[config.mk]
export PLATFORM = sky130hd
export DESIGN_NAME = id1000500a_mem_loader_flat
export DESIGN_NICKNAME = d
export VERILOG_FILES = /design/src/rtl/id1000500a_mem_loader_if.sv /design/src/rtl/id1000500a_mem_loader.sv /design/src/flat_wrapper.sv
export SDC_FILE = /design/constraint.sdc
export NUM_CORES = 1
export LEC_CHECK = 0
export ABC_AREA = 1
export BUFFER_PORTS_ARGS = -buffer_cell sky130_fd_sc_hd__buf_2
export CORE_MARGIN = 2
export CORE_UTILIZATION = 45
export DETAILED_ROUTE_END_ITERATION = 16
export HOLD_SLACK_MARGIN = 0.12
export PLACE_DENSITY = 0.69
export RECOVER_POWER = 25
export SYNTH_ARGS = -nofsm -noshare
export SYNTH_HDL_FRONTEND = slang
export SYNTH_SLANG_ARGS = --single-unit
[constraint.sdc]
create_clock -name clk -period 2.3 [get_ports clk]
set_input_delay 0.46 -clock clk [delete_from_list [all_inputs] [get_ports clk]]
set_output_delay 0.46 -clock clk [all_outputs]
set_load 0.03 [all_outputs]
[src/rtl/id1000500a_mem_loader_if.sv]
// id1000500a_mem_loader_if: stream input and memX/memY write ports of the operand loader
interface id1000500a_mem_loader_if #(
   parameter int DATA_WIDTH = 8,
   parameter int ADDR_WIDTH = 5
);
   logic [DATA_WIDTH-1:0] s_data;
   logic                  s_valid;
   logic                  s_ready;
   logic [DATA_WIDTH-1:0] memX_data;
   logic [ADDR_WIDTH-1:0] memX_addr;
   logic                  writeX;
   logic [DATA_WIDTH-1:0] memY_data;
   logic [ADDR_WIDTH-1:0] memY_addr;
   logic                  writeY;
   modport master (
      output s_data, s_valid,
      input  s_ready, memX_data, memX_addr, writeX, memY_data, memY_addr, writeY
   );
   modport slave (
      input  s_data, s_valid,
      output s_ready, memX_data, memX_addr, writeX, memY_data, memY_addr, writeY
   );
endinterface

[src/rtl/id1000500a_mem_loader.sv]
// id1000500a_mem_loader: fills memX then memY from a byte stream; ID1000500A_LOADER_AUTOSTART_EN enables start_out
module id1000500a_mem_loader #(
   parameter int DATA_WIDTH = 8,
   parameter int ADDR_WIDTH = 5
) (
   input  logic                    clk,
   input  logic                    rst,
   input  logic [2*ADDR_WIDTH-1:0] config_in,
   input  logic                    load_req,
   id1000500a_mem_loader_if.slave  bus,
   output logic                    busy_out,
   output logic                    done_out,
   output logic                    err_out,
   output logic                    start_out
);
`ifdef ID1000500A_LOADER_AUTOSTART_EN
   localparam logic AUTOSTART = 1'b1;
`else
   localparam logic AUTOSTART = 1'b0;
`endif
   typedef enum logic [1:0] {IDLE, LOAD_X, LOAD_Y, DONE} state_t;
   state_t                state_q, state_d;
   logic [ADDR_WIDTH-1:0] cnt_q, cnt_d, size_x_q, size_x_d, size_y_q, size_y_d;
   logic [ADDR_WIDTH-1:0] x_addr_q, x_addr_d, y_addr_q, y_addr_d, cfg_x, cfg_y;
   logic [DATA_WIDTH-1:0] x_data_q, x_data_d, y_data_q, y_data_d;
   logic                  write_x_q, write_x_d, write_y_q, write_y_d, s_ready_q, s_ready_d;
   logic                  busy_q, busy_d, done_q, done_d, err_q, err_d, start_q, start_d;
   logic                  accept, last;
   assign cfg_x  = config_in[ADDR_WIDTH-1:0];
   assign cfg_y  = config_in[2*ADDR_WIDTH-1:ADDR_WIDTH];
   assign accept = s_ready_q & bus.s_valid;
   assign last   = cnt_q == ((state_q == LOAD_X ? size_x_q : size_y_q) - ADDR_WIDTH'(1));
   // next-state, write port and status decode; outputs are derived from the next state so they are registered
   always_comb begin
      state_d   = state_q;
      cnt_d     = cnt_q;
      size_x_d  = size_x_q;
      size_y_d  = size_y_q;
      err_d     = err_q;
      x_addr_d  = x_addr_q;
      x_data_d  = x_data_q;
      y_addr_d  = y_addr_q;
      y_data_d  = y_data_q;
      write_x_d = 1'b0;
      write_y_d = 1'b0;
      case (state_q)
         IDLE: if (load_req) begin
            size_x_d = cfg_x;
            size_y_d = cfg_y;
            cnt_d    = '0;
            err_d    = (cfg_x == '0) || (cfg_y == '0);
            state_d  = err_d ? DONE : LOAD_X;
         end
         LOAD_X: if (accept) begin
            write_x_d = 1'b1;
            x_addr_d  = cnt_q;
            x_data_d  = bus.s_data;
            cnt_d     = last ? '0 : cnt_q + ADDR_WIDTH'(1);
            state_d   = last ? LOAD_Y : LOAD_X;
         end
         LOAD_Y: if (accept) begin
            write_y_d = 1'b1;
            y_addr_d  = cnt_q;
            y_data_d  = bus.s_data;
            cnt_d     = last ? '0 : cnt_q + ADDR_WIDTH'(1);
            state_d   = last ? DONE : LOAD_Y;
         end
         default: state_d = IDLE;
      endcase
      s_ready_d = (state_d == LOAD_X) || (state_d == LOAD_Y);
      busy_d    = state_d != IDLE;
      done_d    = state_d == DONE;
      start_d   = AUTOSTART && done_d && !err_d;
   end
   // state and output registers; reset aborts any load and silences every output
   always_ff @(posedge clk or posedge rst) begin
      if (rst) begin
         state_q   <= IDLE;
         cnt_q     <= '0;
         size_x_q  <= '0;
         size_y_q  <= '0;
         err_q     <= 1'b0;
         x_addr_q  <= '0;
         x_data_q  <= '0;
         y_addr_q  <= '0;
         y_data_q  <= '0;
         write_x_q <= 1'b0;
         write_y_q <= 1'b0;
         s_ready_q <= 1'b0;
         busy_q    <= 1'b0;
         done_q    <= 1'b0;
         start_q   <= 1'b0;
      end else begin
         state_q   <= state_d;
         cnt_q     <= cnt_d;
         size_x_q  <= size_x_d;
         size_y_q  <= size_y_d;
         err_q     <= err_d;
         x_addr_q  <= x_addr_d;
         x_data_q  <= x_data_d;
         y_addr_q  <= y_addr_d;
         y_data_q  <= y_data_d;
         write_x_q <= write_x_d;
         write_y_q <= write_y_d;
         s_ready_q <= s_ready_d;
         busy_q    <= busy_d;
         done_q    <= done_d;
         start_q   <= start_d;
      end
   end
   assign bus.s_ready   = s_ready_q;
   assign bus.memX_data = x_data_q;
   assign bus.memX_addr = x_addr_q;
   assign bus.writeX    = write_x_q;
   assign bus.memY_data = y_data_q;
   assign bus.memY_addr = y_addr_q;
   assign bus.writeY    = write_y_q;
   assign busy_out      = busy_q;
   assign done_out      = done_q;
   assign err_out       = err_q;
   assign start_out     = start_q;
endmodule

[src/flat_wrapper.sv]
// flat-port wrapper written by rule: the top's interface ports become plain ports
module id1000500a_mem_loader_flat 
#(
   parameter int DATA_WIDTH = 8,
   parameter int ADDR_WIDTH = 5
)
  (clk, rst, config_in, load_req, busy_out, done_out, err_out, start_out, bus_s_data, bus_s_valid, bus_s_ready, bus_memX_data, bus_memX_addr, bus_writeX, bus_memY_data, bus_memY_addr, bus_writeY);
  id1000500a_mem_loader_if #(.DATA_WIDTH(DATA_WIDTH), .ADDR_WIDTH(ADDR_WIDTH)) bus_i ();
  input  logic clk;
  input  logic rst;
  input  logic [2*ADDR_WIDTH-1:0] config_in;
  input  logic load_req;
  output logic busy_out;
  output logic done_out;
  output logic err_out;
  output logic start_out;
  input wire logic [$bits(bus_i.s_data)-1:0] bus_s_data;
  input wire logic [$bits(bus_i.s_valid)-1:0] bus_s_valid;
  output wire logic [$bits(bus_i.s_ready)-1:0] bus_s_ready;
  output wire logic [$bits(bus_i.memX_data)-1:0] bus_memX_data;
  output wire logic [$bits(bus_i.memX_addr)-1:0] bus_memX_addr;
  output wire logic [$bits(bus_i.writeX)-1:0] bus_writeX;
  output wire logic [$bits(bus_i.memY_data)-1:0] bus_memY_data;
  output wire logic [$bits(bus_i.memY_addr)-1:0] bus_memY_addr;
  output wire logic [$bits(bus_i.writeY)-1:0] bus_writeY;
  assign bus_i.s_data = bus_s_data;
  assign bus_i.s_valid = bus_s_valid;
  assign bus_s_ready = bus_i.s_ready;
  assign bus_memX_data = bus_i.memX_data;
  assign bus_memX_addr = bus_i.memX_addr;
  assign bus_writeX = bus_i.writeX;
  assign bus_memY_data = bus_i.memY_data;
  assign bus_memY_addr = bus_i.memY_addr;
  assign bus_writeY = bus_i.writeY;
  id1000500a_mem_loader #(.DATA_WIDTH(DATA_WIDTH), .ADDR_WIDTH(ADDR_WIDTH)) u_core (.clk(clk), .rst(rst), .config_in(config_in), .load_req(load_req), .bus(bus_i), .busy_out(busy_out), .done_out(done_out), .err_out(err_out), .start_out(start_out));
endmodule
=== After elaboration in Yosys (flattened, before gate mapping) ===
Index checks and enable logic that the tools add are counted.

* $add $sub $neg: 2
* Multiply operators: 0
* Divide/modulo/power cells: 0
* Magnitude comparators: 0
* Eq/ne operators: 8
* Shift operators: 0
* Mux-type cells: 15
* Bitwise operators: 1
* Reductions and logical operators: 12

{| class="wikitable"
|+ Operator list
! cell !! count
|-
| 5-bit two-way mux || 4
|-
| 5-bit logical NOT || 2
|-
| 2-bit two-way mux || 5
|-
| 5-bit case mux with 2 select lines || 1
|-
| 2-bit equality test, second input constant || 3
|-
| 2-bit case mux with 3 select lines || 1
|-
| 2-bit AND reduction || 3
|-
| 5-bit by 1-bit adder with 5-bit output, second input constant || 1
|-
| 5-bit equality test || 1
|-
| 5-bit by 1-bit subtractor with 5-bit output, second input constant || 1
|-
| 2-bit by 1-bit equality test with 1-bit output, second input constant || 2
|-
| 1-bit two-way mux || 4
|-
| 2-bit nonzero test || 2
|-
| 3-bit AND reduction || 1
|-
| 2-bit logical NOT || 1
|-
| 1-bit logical OR || 2
|-
| 2-bit by 1-bit inequality test with 1-bit output, second input constant || 1
|-
| 2-bit inequality test, second input constant || 1
|-
| 2-bit OR reduction || 1
|-
| 1-bit bitwise AND || 1
|}

* Bits in registers: 49
* Bits in latches: 0
* Memory bits (writable): 0
* Bits in read-only memories: 0
* Output and inout bits: 33
* Logic and storage cells: 52
* Memories: 0

=== Logic depth before layout (Yosys ltp) ===
Gate-level depths: netlist of run 1.

* Depth after elaboration: 9
* Depth in mapped cells: 19
* Gate-level depth less buffers: 18

=== Least setup slack after synthesis of run 1 ===
OpenSTA, ideal clock, no wires.

* Path type: reg2reg
* From: reg u_core.state_q[1]
* To: reg u_core.s_ready_q, in the netlist u_core.bus.s_ready
* Data arrival time: 1.900 ns
* Data required time: 2.174 ns
* Slack: 0.274 ns
* Cell stages (with the launch flop): 18
* Path buffers: 1
* Clock period less this slack: 2.026 ns
* Path through: dfrtp_1 inv_1 ha_1 buf_6 nand2_2 nand2_4 nand2_4 inv_2 nand2_2 nand2_2 nand2_2 nor2_4 nand3b_4 nand2_2 nand2_1 nand3_1 nand2_1 ha_1

* Word-level cells in the longest chain between the ends: 9

{| class="wikitable"
|+ Ends and longest elaborated chain
! element !! RTL line !! text
|-
| from (decl) || id1000500a_mem_loader.sv:22 || <nowiki>state_t state_q, state_d;</nowiki>
|-
| from (signal assigned) || id1000500a_mem_loader.sv:94 || <nowiki>state_q <= state_d;</nowiki>
|-
| 2-bit by 1-bit equality test with 1-bit output || id1000500a_mem_loader.sv:32, id1000500a_mem_loader.sv:46 ||
|-
| 5-bit two-way mux || id1000500a_mem_loader.sv:32 || <nowiki>assign last = cnt_q == ((state_q == LOAD_X ? size_x_q : size_y_q) - ADDR_WIDTH'(1));</nowiki>
|-
| 5-bit by 1-bit subtractor with 5-bit output || id1000500a_mem_loader.sv:32 ||
|-
| 5-bit equality test || id1000500a_mem_loader.sv:32 ||
|-
| 1-bit two-way mux or 2-bit two-way mux (tied branches) || id1000500a_mem_loader.sv:66, id1000500a_mem_loader.sv:59 ||
|-
| 2-bit two-way mux (on tied branches) || id1000500a_mem_loader.sv:61, id1000500a_mem_loader.sv:54 ||
|-
| 2-bit case mux with 3 select lines * || id1000500a_mem_loader.sv:46 || <nowiki>case (state_q)</nowiki>
|-
| 2-bit by 1-bit equality test with 1-bit output or 2-bit equality test (tied branches) || id1000500a_mem_loader.sv:70 || <nowiki>s_ready_d = (state_d == LOAD_X) || (state_d == LOAD_Y);</nowiki>
|-
| 1-bit logical OR * || id1000500a_mem_loader.sv:70 ||
|-
| net u_core.s_ready_d || id1000500a_mem_loader.sv:26 || <nowiki>logic write_x_q, write_x_d, write_y_q, write_y_d, s_ready_q, s_ready_d;</nowiki>
|-
| to (signal assigned) || id1000500a_mem_loader.sv:105 || <nowiki>s_ready_q <= s_ready_d;</nowiki>
|-
| to (decl) || id1000500a_mem_loader.sv:26 ||
|}

Mark *: on every way through the listed nets, which the timed path passes. The rest lies on a longest branch.
A chain may end at the register's enable or synchronous reset.

=== Final worst setup path of run 1 ===
* From: reg u_core.state_q[0]
* To: reg u_core.s_ready_q, in the netlist u_core.bus.s_ready

Same word-level chain as after synthesis.

==> results by group, run 1 <==
Logic synthesis
  • Simple-gate share of the synthesized area: 0.237
  • Synth Instances: 272
  • Mux contribution to synthesized area: 0.00422
  • Synth Area in Adders: 0.0370
  • Synth Area in XOR/XNOR: 0.0111
  • Commonest cells post-synth: nand2_1, dfrtp_1, inv_1, o21ai_0, nand3_1
  • Total nets after synthesis: 301
  • Largest family of logic cells by synthesized area: simple AND/OR/NAND/NOR gates
  • Post-synth EDFFs: 0
  • Yosys top cell by area: dfrtp_1
  • Ys flop type: dfrtp_1
  • Avg Cell Area, Syn: 8.71 um^2
  • Unique masters post-synth: 28
  • Synth Cell Area: 0.00237 mm^2
  • Synth top area cells: dfrtp_1, nand2_1, o21ai_0
  • Register bit total from synthesis: 49
  • Most common cell in the netlist: nand2_1
  • Compound-Gate Fraction of Synth Area: 0.104
  • Yosys top cell area share: 0.517
  • Async SR Flop Fraction: 1.00
  • Sequential share of the synthesized area: 0.517
  • Synth warn: 0

STA
  • WHS: 313 ps
  • Final setup TNS: 0 ps
  • Final Hold Vio Count: 0
  • Rel. slew slack: 0.282
  • Worst clock skew: 4.34 ps
  • Tmin final: 2140 ps
  • Setup violations, final: 0
  • Max Freq: 0.467 GHz
  • Final Max Tran Viols: 0
  • Worst-Margin Slew: 1070 ps
  • Final period util: 0.931
  • RSZ-0062 raised after global routing: no

Global routing
  • Largest net degree at the start of global routing: 27
  • Vias in the first global route: 1,780
  • Total GRT Usage: 0.170
  • Initial antenna violation count: 0
  • First-pass GRT wire length: 7990 um
  • Overflow after GRT: 0

Setup path
  • CP max FO: 10
  • Critical path class: reg -> reg
  • Register-to-register setup slack: 160 ps
  • Critical path's slowest cell: dfrtp_1
  • Buf/Inv on CP: 3
  • CP delay by family, top: simple AND/OR/NAND/NOR gates
  • Worst Setup Start Kind: flip-flop
  • FF-to-FF path depth: 17
  • CP required: 2500 ps
  • CP cell instances: ha_4, buf_12, inv_12, nand2_4, nand2_2, nand2_4, inv_2, nand2_2, nand2_2, nand2_2, nor2_4, nand3b_4, nand2_2, nand2_1, nand3_1, nand2_1, ha_1
  • RR Startpoint: u_core.state_q[0]$_DFF_PP0_
  • Arrival time worst endpoint: 2340 ps
  • Setup crit end kind: flip-flop
  • Cell mode on critical path: nand2_2
  • Crit path to: u_core.bus.s_ready$_DFF_PP0_
  • Crit-path max cell delay: 450 ps
  • CP Launch Point: u_core.state_q[0]$_DFF_PP0_
  • CP Depth: 17
  • Reg2reg end: u_core.bus.s_ready$_DFF_PP0_

Power
  • Flop pwr share: 0.329
  • Switching Power: 0.00206 W
  • Clock share of power: 0.118
  • Leakage power: 1.58 nW
  • P per Cell Area: 1500 mW/mm^2
  • Peak VDD IR: 0.651 mV
  • Internal Power: 0.00225 W
  • Switching Fraction: 0.478
  • Combinational Power Share: 0.553

Placed design
  • Dpl hpwl: 3450 um
  • Cells after DPL: 395
  • Port-buffer cells: 53
  • Final GP Congestion: 0.793
  • Area post-placement: 0.00276 mm^2

Clocking
  • CTS tree: built
  • Root buf cell: clkbuf_8
  • CTS max path bufs: 2
  • CTS sink count: 49
  • Hold buffers post-CTS: 0
  • Worst-Skew Late Latency: 310 ps
  • H-tree Lvls: 2
  • Cts bufs inserted: 5
  • Worst-path clk slew: 90 ps

Floorplanning
  • Area of the die: 0.00586 mm^2
  • Top Ports: 55
  • Die height: 76.6 um
  • Rows: 26
  • Die X-Extent: 76.6 um
  • Initial Util: 0.464
  • Core area: 0.00511 mm^2

Cells and area
  • Fin area: 0.00288 mm^2
  • Layout cells sized above 1: 0.284
  • Layout area overhead: 21.3%
  • Post-route insts no fill: 405
  • Final net count: 363
  • # diodes: 0

Routing
  • Drc violations: 0
  • Post-DRT Antenna Nets: 0
  • Via count: 1,906
  • First DRT Iteration DRCs: 92
  • Via-per-instance ratio: 4.71
  • Wire per inst: 11.1 um
  • Drt first pass iters: 4
  • Routed WL: 4490 um

Hold path
  • HP Class: in -> async

Status
  • Status: finished, final reports clean

Job
  • Max cap viols: 0
[power by group through the flow]
stage	clock network, W	registers [W]	logic [W]
2_1_floorplan	0	0.00187	0.00133
3_3_place_gp	0	0.00142	0.00232
3_5_place_dp	0	0.00143	0.00237
4_1_cts	0.000526	0.00142	0.00238
5_1_grt	0.000564	0.00148	0.00266
6_report	0.000510	0.00142	0.00239
[what timing repair did]
item / 4_1_cts / 5_1_grt
endpoints found under the hold margin: 0 / 0
setup buffers: 0 / 2
resized for setup: 0 / 4
setup endpoints to repair: 0 / 3
[routing by layer]
layer	vias to the layer above	share of wire	wire length (um)	track usage
met5	-	0	0	0
met4	0	0.016	73	0.0673
met3	7	0.056	251	0.0415
met2	50	0.46	2080	0.275
met1	875	0.46	2090	0.220
li1	974	-	-	-
[cells in the final DEF (no fill, tap or decap)]
cell | synthesis | final
a211oi_1 | 1 | 1
a21oi_1 | 5 | 5
buf_12 | 0 | 1
buf_2 | 0 | 53
buf_4 | 1 | 7
clkbuf_8 | 0 | 5
clkinv_1 | 3 | 3
clkinv_2 | 0 | 1
clkinvlp_4 | 0 | 1
conb_1 | 1 | 1
dfrtp_1 | 49 | 49
dlymetal6s2s_1 | 0 | 1
ha_1 | 7 | 6
ha_4 | 0 | 1
inv_1 | 36 | 35
inv_12 | 1 | 1
inv_2 | 2 | 3
inv_6 | 0 | 1
mux2i_1 | 1 | 1
nand2_1 | 74 | 73
nand2_2 | 9 | 10
nand2_4 | 6 | 6
nand3_1 | 16 | 16
nand3_2 | 1 | 1
nand3b_4 | 1 | 1
nor2_1 | 3 | 3
nor2_2 | 1 | 1
nor2_4 | 2 | 2
nor3_1 | 2 | 2
o21ai_0 | 36 | 36
o22ai_1 | 4 | 4
o41ai_1 | 1 | 1
xnor2_1 | 1 | 1
xor2_1 | 2 | 2
[worst register-to-register path: stages, from the launching register on]
cell,delay (ps)
dfrtp_1,450
ha_4,190
buf_12,140
inv_12,80
nand2_4,50
nand2_2,100
nand2_4,60
inv_2,60
nand2_2,60
nand2_2,60
nand2_2,70
nor2_4,100
nand3b_4,90
nand2_2,70
nand2_1,50
nand3_1,60
nand2_1,70
ha_1,290
[flip-flops by register name, indices dropped and copies added, names as in the netlist, 2 cells and up]
register and count:
u_core.bus.memX_addr 5, u_core.bus.memX_data 8, u_core.bus.memY_addr 5, u_core.bus.memY_data 8, u_core.cnt_q 5, u_core.size_x_q 5, u_core.size_y_q 5, u_core.state_q 2
[per-stage QoR]
stage	setup slack [ps]	total power (W)	util
floorplan	274	0.00320	-
global placement	147	0.00374	0.541
detailed placement	81.6	0.00381	0.541
CTS	64.5	0.00433	0.559
global route	29.0	0.00470	0.563
finish	159	0.00432	0.563
[cell families (layout without fill, tap and decap cells)]
kind of cell | Yosys count | count (layout)
compound gates | 47 | 47
other cells | 1 | 1
buf+inv | 49 | 112
flops | 49 | 49
fa+ha+maj | 7 | 7
simple gates | 115 | 115
xor+xnor | 3 | 3
mux | 1 | 1
[how the worst min path moves through the flow]
stage | endpoint | slack, ps | depth (start not counted)
4_1_cts | u_core.bus.memX_addr[1]$_DFFE_PP0P_ | 190 | 2
5_1_grt | u_core.size_x_q[4]$_DFFE_PP0P_ | 360 | 3
6_report | u_core.bus.memX_addr[1]$_DFFE_PP0P_ | 310 | 2
2_1_floorplan | u_core.size_x_q[3]$_DFFE_PP0P_ | 450 | 2
3_3_place_gp | u_core.bus.memY_addr[1]$_DFFE_PP0P_ | 460 | 2
3_5_place_dp | u_core.size_x_q[3]$_DFFE_PP0P_ | 470 | 2
[cell type report]
| type | count | area [um^2] |
|---|---|---|
| clock buffer | 5 | 68.8 |
| clock inverter | 3 | 21.3 |
| fill | 495 | 2230 |
| inverter | 42 | 170 |
| multi-input combinational | 174 | 951 |
| sequential | 49 | 1230 |
| tap | 70 | 87.6 |
| timing repair buffer | 62 | 350 |
Note: power is estimated with default switching activity, not from simulation.
==> inputs of run 2 (changes only) <==
CORE_MARGIN = default   (was 2)
PLACE_DENSITY = 0.71   (was 0.69)
clock period = 1.9 ns   (was 2.3 ns; I/O delays follow)
==> run 2 against run 1 <==
  * The flow now finishes with violations (setup timing)
  * Die area shrank 5.2%
  * First-iteration DRC count shrank 20%
  * Clock-buffer cell count grew 1
  * Critical endpoint unchanged
  * Largest power group unchanged
==> results by group, run 2 (synthesized netlist as in run 1, its figures left out) <==
Floorplanning
  • Initial Util: 0.467 (+0.00297)
  • Core area: 0.00507 mm^2 (-0.64%)
  • Die X-Extent: 74.6 um (-2.6%)
  • Area of the die: 0.00556 mm^2 (-5.2%)
  • Rows: 26 (unchanged)
  • Top Ports: 55 (unchanged)
  • Die height: 74.6 um (-2.6%)

Placed design
  • Port-buffer cells: 53 (unchanged)
  • Post-Place Worst Slack: -146 ps (-228 ps)
  • Cells after DPL: 402 (+1.8%)
  • Dpl hpwl: 3420 um (-1.1%)
  • Final GP Congestion: 0.846 (+6.8%)

Cells and area
  • Layout cells sized above 1: 0.371 (+0.0874)
  • Fillcell total: 451 (-8.9%)
  • Most frequent cells in the layout: nand2_1, buf_2, dfrtp_1, o21ai_0, inv_1
  • Commonest non-fill, non-tap cell in the layout: nand2_1
  • Post-route insts no fill: 415 (+2.5%)
  • # diodes: 0 (unchanged)
  • Layout area overhead: 32.5%
  • Final net count: 373 (+2.8%)

Routing
  • Routed WL: 4920 um (+9.5%)
  • Via-per-instance ratio: 4.69 (-0.31%)
  • Drt first pass iters: 4 (unchanged)
  • Wire per inst: 11.9 um (+6.9%)
  • First DRT Iteration DRCs: 74 (-20%)
  • Drc violations: 0 (unchanged)
  • Via count: 1,947 (+2.2%)
  • Post-DRT Antenna Nets: 0 (unchanged)

Setup path
  • Setup crit end kind: flip-flop
  • Arrival time worst endpoint: 2320 ps (-20 ps)
  • Worst Setup Start Kind: flip-flop
  • CP required: 2150 ps (-350 ps)
  • Critical path class: reg -> reg
  • CP max FO: 8 (-2)

STA
  • Worst clock skew: 5.63 ps (+1.29 ps)
  • Setup ws final: -164 ps (-324 ps)
  • Setup violations, final: 5 (+5)
  • Rel. slew slack: 0.434 (+0.151)
  • Final Max Tran Viols: 0 (unchanged)
  • WHS: 277 ps (-35.7 ps)
  • RSZ-0062 raised after global routing: yes
  • Final Hold Vio Count: 0 (unchanged)
  • Max Freq: 0.484 GHz (+3.7%)
  • Final period util: 1.09 (+0.156)
  • Tmin final: 2060 ps (-76.3 ps)
  • Worst-Margin Slew: 848 ps (-226 ps)

Clocking
  • CTS max path bufs: 2 (unchanged)
  • Cts bufs inserted: 5 (unchanged)
  • CTS tree: built
  • H-tree Lvls: 2 (unchanged)
  • Root buf cell: clkbuf_8
  • CTS sink count: 49 (unchanged)
  • Worst-Skew Late Latency: 310 ps (about the same)
  • Worst-path clk slew: 90 ps (about the same)

Power
  • Peak VDD IR: 0.792 mV (+22%)
  • P per Cell Area: 1890 mW/mm^2 (+26%)
  • Leakage power: 1.65 nW (+4.8%)

Global routing
  • Met1 Usage GRT: 0.224 (+0.00417)
  • Top Usage Layer GRT: met2
  • Overflow after GRT: 0 (unchanged)
  • GRT met2 Usage: 0.309 (+0.0341)
  • Total GRT Usage: 0.181 (+0.0115)
  • Met3 Use GR: 0.0447 (+0.00325)
  • Largest net degree at the start of global routing: 27 (unchanged)
  • Vias in the first global route: 1,801 (+1.2%)
  • First-pass GRT wire length: 7720 um (-3.4%)
  • Initial antenna violation count: 0 (unchanged)

Status
  • Status: finished with violations
  • Failing checks: setup timing

Job
  • Max cap viols: 0 (unchanged)

Hold path
  • HP Class: in -> reg
-- run 2: cell types whose count changed in the layout (fill, tap and decap cells not counted), moves of 3 or more --
| cell | previous run | this run |
|---|---|---|
| buf_4 | 7 | 17 |
| inv_1 | 35 | 32 |
| nand2_8 | 0 | 3 |
| o22ai_2 | 0 | 3 |
| nand2_4 | 6 | 13 |
| o22ai_1 | 4 | 1 |
| nand3_2 | 1 | 7 |
| nand2_1 | 73 | 65 |
| nand3_1 | 16 | 8 |
-- run 2: path summary, 6_finish.rpt --
path	from	end	slack, ps	depth (start not counted)
worst min register to register	u_core.bus.memY_data[2]$_DFFE_PP0P_	u_core.bus.memY_data[2]$_DFFE_PP0P_	480	2
worst max-delay path	u_core.state_q[1]$_DFF_PP0_	u_core.bus.s_ready$_DFF_PP0_	-160	16
worst min-delay path	config_in[8]	u_core.size_y_q[3]$_DFFE_PP0P_	280	3
min in group asynchronous	rst	u_core.bus.memX_addr[1]$_DFFE_PP0P_	770	3
worst max register to register	u_core.state_q[1]$_DFF_PP0_	u_core.bus.s_ready$_DFF_PP0_	-160	16
max in group asynchronous	rst	u_core.done_out$_DFF_PP0_	400	4
-- run 2: report_power, final --
part / switching [W] / internal [W] / leakage (nW)
logic: 0.00227 / 0.00131 / 0.982
clock network: 0.000360 / 0.000260 / 0.0374
registers: 0.000270 / 0.00147 / 0.632
total: 0.00290 / 0.00304 / 1.65
-- run 2: what timing repair did --
action,CTS,global route
setup buffers,1,3
hold buffers,1,0
hold endpoints to repair,22,0
pin swaps,5,19
resized for setup,4,42
setup endpoints to repair,4,10
-- run 2: per-layer routing --
metal  wire (um)  part of all wire  up-vias
met3         199             0.040        9
met4          78             0.016        0
met2        2390              0.49       50
met1        2250              0.46      891
li1            -                 -      997
met5           0                 0        -
-- run 2: worst max-delay path, cell delays in order, from the launching register on --
cell      delay (ps)
dfrtp_1          400
inv_2             80
ha_4             250
inv_12            80
nand2_4           70
nand2_4           60
nor2_4           130
nand2_4           70
nand2_2           60
nand2_2           80
nor2_4           100
nand3b_4          90
nand2_4           70
nand2_2           50
nand3_2           90
nand2_4           80
ha_4             270
-- run 2: per-stage QoR --
stage	instance area (um^2)	setup TNS [ps]	power (W)	util
3_5_place_dp	2800	-319	0.00467	0.552
2_1_floorplan	2380	-93.5	0.00389	-
5_1_grt	3140	-1700	0.00642	0.619
3_3_place_gp	2800	-108	0.00460	0.552
4_1_cts	2920	-435	0.00535	0.576
6_report	3140	-554	0.00594	0.619
-- run 2: area by class of cell --
| cell class | count | area, um^2 | share of cell area |
|---|---|---|---|
| Sequential cell | 49 | 1230 | 0.390 |
| Clock inverter | 2 | 15.0 | 0.00478 |
| Inverter | 42 | 173 | 0.0550 |
| Tap cell | 70 | 87.6 | 0.0279 |
| Clock buffer | 6 | 72.6 | 0.0231 |
| Multi-Input combinational cell | 174 | 1150 | 0.367 |
| Timing Repair Buffer | 72 | 413 | 0.131 |
==> inputs of run 3 (changes only) <==
PLACE_DENSITY = 0.69   (was 0.71)
SLEW_MARGIN = 30   (was default)
clock period = 2.4 ns   (was 1.9 ns; I/O delays follow)
==> run 3 against run 2 <==
  * Critical endpoint unchanged
  * Worst setup slack better by 380 ps
  * Via count is 5.3% lower
  * Power is 29% lower
  * Hold slack better by 58 ps
  * The flow now finishes without violations
  * Clock power is 2% lower
  * Final cell count is 2.7% lower
  * First-iteration DRC count is 47% higher
  * Clock skew is 2.7 ps higher
  * Clock-buffer cell count stayed put
==> results by group, run 3 (synthesized netlist as in run 1, its figures left out) <==
Floorplanning
  • Initial Util: 0.467 (unchanged)
  • Die height: 74.6 um (unchanged)
  • Rows: 26 (unchanged)
  • Area of the die: 0.00556 mm^2 (unchanged)
  • Die X-Extent: 74.6 um (unchanged)
  • Core area: 0.00507 mm^2 (unchanged)
  • Top Ports: 55 (unchanged)

Clocking
  • CTS max path bufs: 2 (unchanged)
  • Worst-path clk slew: 90 ps (about the same)
  • CTS tree: built
  • Cts bufs inserted: 5 (unchanged)
  • CTS sink count: 49 (unchanged)
  • Hold buffers post-CTS: 0 (-1)
  • Root buf cell: clkbuf_8
  • Worst-Skew Late Latency: 300 ps (about the same)
  • H-tree Lvls: 2 (unchanged)

Placed design
  • Port-buffer cells: 53 (unchanged)
  • Dpl hpwl: 3370 um (-1.4%)
  • Post-Place Worst Slack: 174 ps (+320 ps)
  • Area post-placement: 0.00274 mm^2 (-2.3%)
  • Cells after DPL: 395 (-1.7%)
  • Final GP Congestion: 0.861 (+1.7%)

STA
  • Final Max Tran Viols: 0 (unchanged)
  • Final Hold Vio Count: 0 (unchanged)
  • Rel. slew slack: 0.440 (+0.00579)
  • Setup violations, final: 0 (-5)
  • Setup ws final: 214 ps (+379 ps)
  • Worst clock skew: 8.32 ps (+2.69 ps)
  • Worst-Margin Slew: 840 ps (-8.68 ps)
  • Tmin final: 2190 ps (+121 ps)
  • WHS: 335 ps (+58.4 ps)
  • Max Freq: 0.458 GHz (-5.6%)
  • Final period util: 0.911 (-0.176)

Routing
  • Via-per-instance ratio: 4.56 (-2.8%)
  • Drt first pass iters: 4 (unchanged)
  • First DRT Iteration DRCs: 109 (+47%)
  • Routed WL: 4450 um (-9.5%)
  • Wire per inst: 11.0 um (-7.0%)
  • Via count: 1,843 (-5.3%)
  • Drc violations: 0 (unchanged)
  • Post-DRT Antenna Nets: 0 (unchanged)

Global routing
  • Initial antenna violation count: 0 (unchanged)
  • First-pass GRT wire length: 7420 um (-3.9%)
  • Vias in the first global route: 1,660 (-7.8%)
  • Overflow after GRT: 0 (unchanged)
  • Total GRT Usage: 0.173 (-0.00806)
  • Largest net degree at the start of global routing: 27 (unchanged)

Power
  • Leakage power: 1.57 nW (-5.1%)
  • Flop pwr share: 0.324 (+0.031)
  • Switching Power: 0.00195 W (-33%)
  • Clock share of power: 0.144 (+0.040)
  • Peak VDD IR: 0.620 mV (-22%)
  • Combinational Power Share: 0.532 (-0.070)
  • P per Cell Area: 1470 mW/mm^2 (-22%)
  • Switching Fraction: 0.465 (-0.0237)
  • Internal Power: 0.00225 W (-26%)

Setup path
  • CP max FO: 10 (+2)
  • Arrival time worst endpoint: 2370 ps (+50 ps)
  • RR Startpoint: u_core.state_q[1]$_DFF_PP0_
  • FF-to-FF path depth: 18 (+2)
  • Worst Setup Start Kind: flip-flop
  • Critical path class: reg -> reg
  • Setup crit end kind: flip-flop
  • Register-to-register setup slack: 210 ps (+380 ps)
  • Reg2reg end: u_core.bus.s_ready$_DFF_PP0_
  • CP required: 2580 ps (+430 ps)

Hold path
  • HP Class: in -> async

Cells and area
  • Post-route insts no fill: 404 (-2.7%)
  • Layout cells sized above 1: 0.275 (-0.0956)
  • Reg area: 0.00123 mm^2 (unchanged)
  • Multi-input gate area: 936 um^2 (-19%)
  • Commonest non-fill, non-tap cell in the layout: nand2_1
  • Final net count: 362 (-2.9%)
  • Most frequent cells in the layout: nand2_1, buf_2, dfrtp_1, o21ai_0, inv_1
  • Fin area: 0.00287 mm^2 (-8.8%)
  • Fillcell total: 487 (+8.0%)
  • # diodes: 0 (unchanged)
  • Layout area overhead: 20.9%

Job
  • Max cap viols: 0 (unchanged)

Status
  • Status: finished, final reports clean
==> run 3: cell types whose count changed in the layout (fill, tap and decap cells not counted), moves of 2 or more <==
| cell | previous run | this run |
|---|---|---|
| buf_4 | 17 | 6 |
| ha_1 | 4 | 7 |
| ha_4 | 3 | 0 |
| inv_1 | 32 | 35 |
| inv_2 | 5 | 3 |
| nand2_1 | 65 | 74 |
| nand2_4 | 13 | 6 |
| nand2_8 | 3 | 0 |
| nand3_1 | 8 | 16 |
| nand3_2 | 7 | 1 |
| nand3_4 | 2 | 0 |
| o22ai_1 | 1 | 4 |
| o22ai_2 | 3 | 0 |
==> run 3: how the worst max path moves through the flow <==
stage,from,endpoint,slack [ps]
final,u_core.state_q[1]$_DFF_PP0_,u_core.bus.s_ready$_DFF_PP0_,210
after global routing,u_core.state_q[1]$_DFF_PP0_,u_core.bus.s_ready$_DFF_PP0_,-0.3
after CTS,u_core.state_q[1]$_DFF_PP0_,u_core.bus.s_ready$_DFF_PP0_,150
after detailed placement,u_core.state_q[1]$_DFF_PP0_,u_core.bus.s_ready$_DFF_PP0_,170
after global placement,u_core.state_q[1]$_DFF_PP0_,u_core.bus.s_ready$_DFF_PP0_,250
after floorplan,u_core.state_q[1]$_DFF_PP0_,u_core.bus.s_ready$_DFF_PP0_,370
==> run 3: power groups by stage <==
stage               logic, W  registers, W  clock network (W)
detailed placement   0.00222       0.00138                  0
finish               0.00224       0.00136           0.000606
global placement     0.00218       0.00137                  0
CTS                  0.00224       0.00136           0.000625
global route         0.00251       0.00141           0.000653
floorplan            0.00128       0.00179                  0
==> run 3: stage by stage <==
step / TNS, ps / util / total power (W)
finish: 0 / 0.565 / 0.00420
global placement: 0 / 0.539 / 0.00355
CTS: 0 / 0.563 / 0.00422
detailed placement: 0 / 0.539 / 0.00360
floorplan: 0 / - / 0.00307
global route: -0.341 / 0.565 / 0.00458
==> run 3: area by class of cell <==
type | instances | area share
clock buffer | 6 | 0.0288
timing repair buffer | 61 | 0.114
multi-input combinational | 174 | 0.327
clock inverter | 2 | 0.0131
sequential | 49 | 0.428
tap | 70 | 0.0306
inverter | 42 | 0.0594
==> run 3: repair_timing <==
action	CTS	global route
resized for setup	0	2
endpoints found under the setup margin	0	2
setup buffers	0	1
==> run 3: worst max-delay path, stage by stage, from the launching register on <==
cell and delay (ps):
dfrtp_1 390, inv_2 70, ha_1 180, buf_6 150
inv_12 80, nand2_4 60, nand2_4 80, nand2_4 60
inv_2 60, nand2_2 60, nand2_2 60, nand2_2 70
nor2_4 100, nand3b_4 90, nand2_2 70, nand2_1 50
nand3_1 70, nand2_1 70, ha_1 290
==> run 3: per-layer routing <==
metal  vias to the layer above  GRT usage  routed length, um
li1                        973          -                  -
met2                        47      0.287               2030
met3                         5     0.0474                256
met4                         0     0.0377                 39
met5                         -          0                  0
met1                       818      0.228               2130
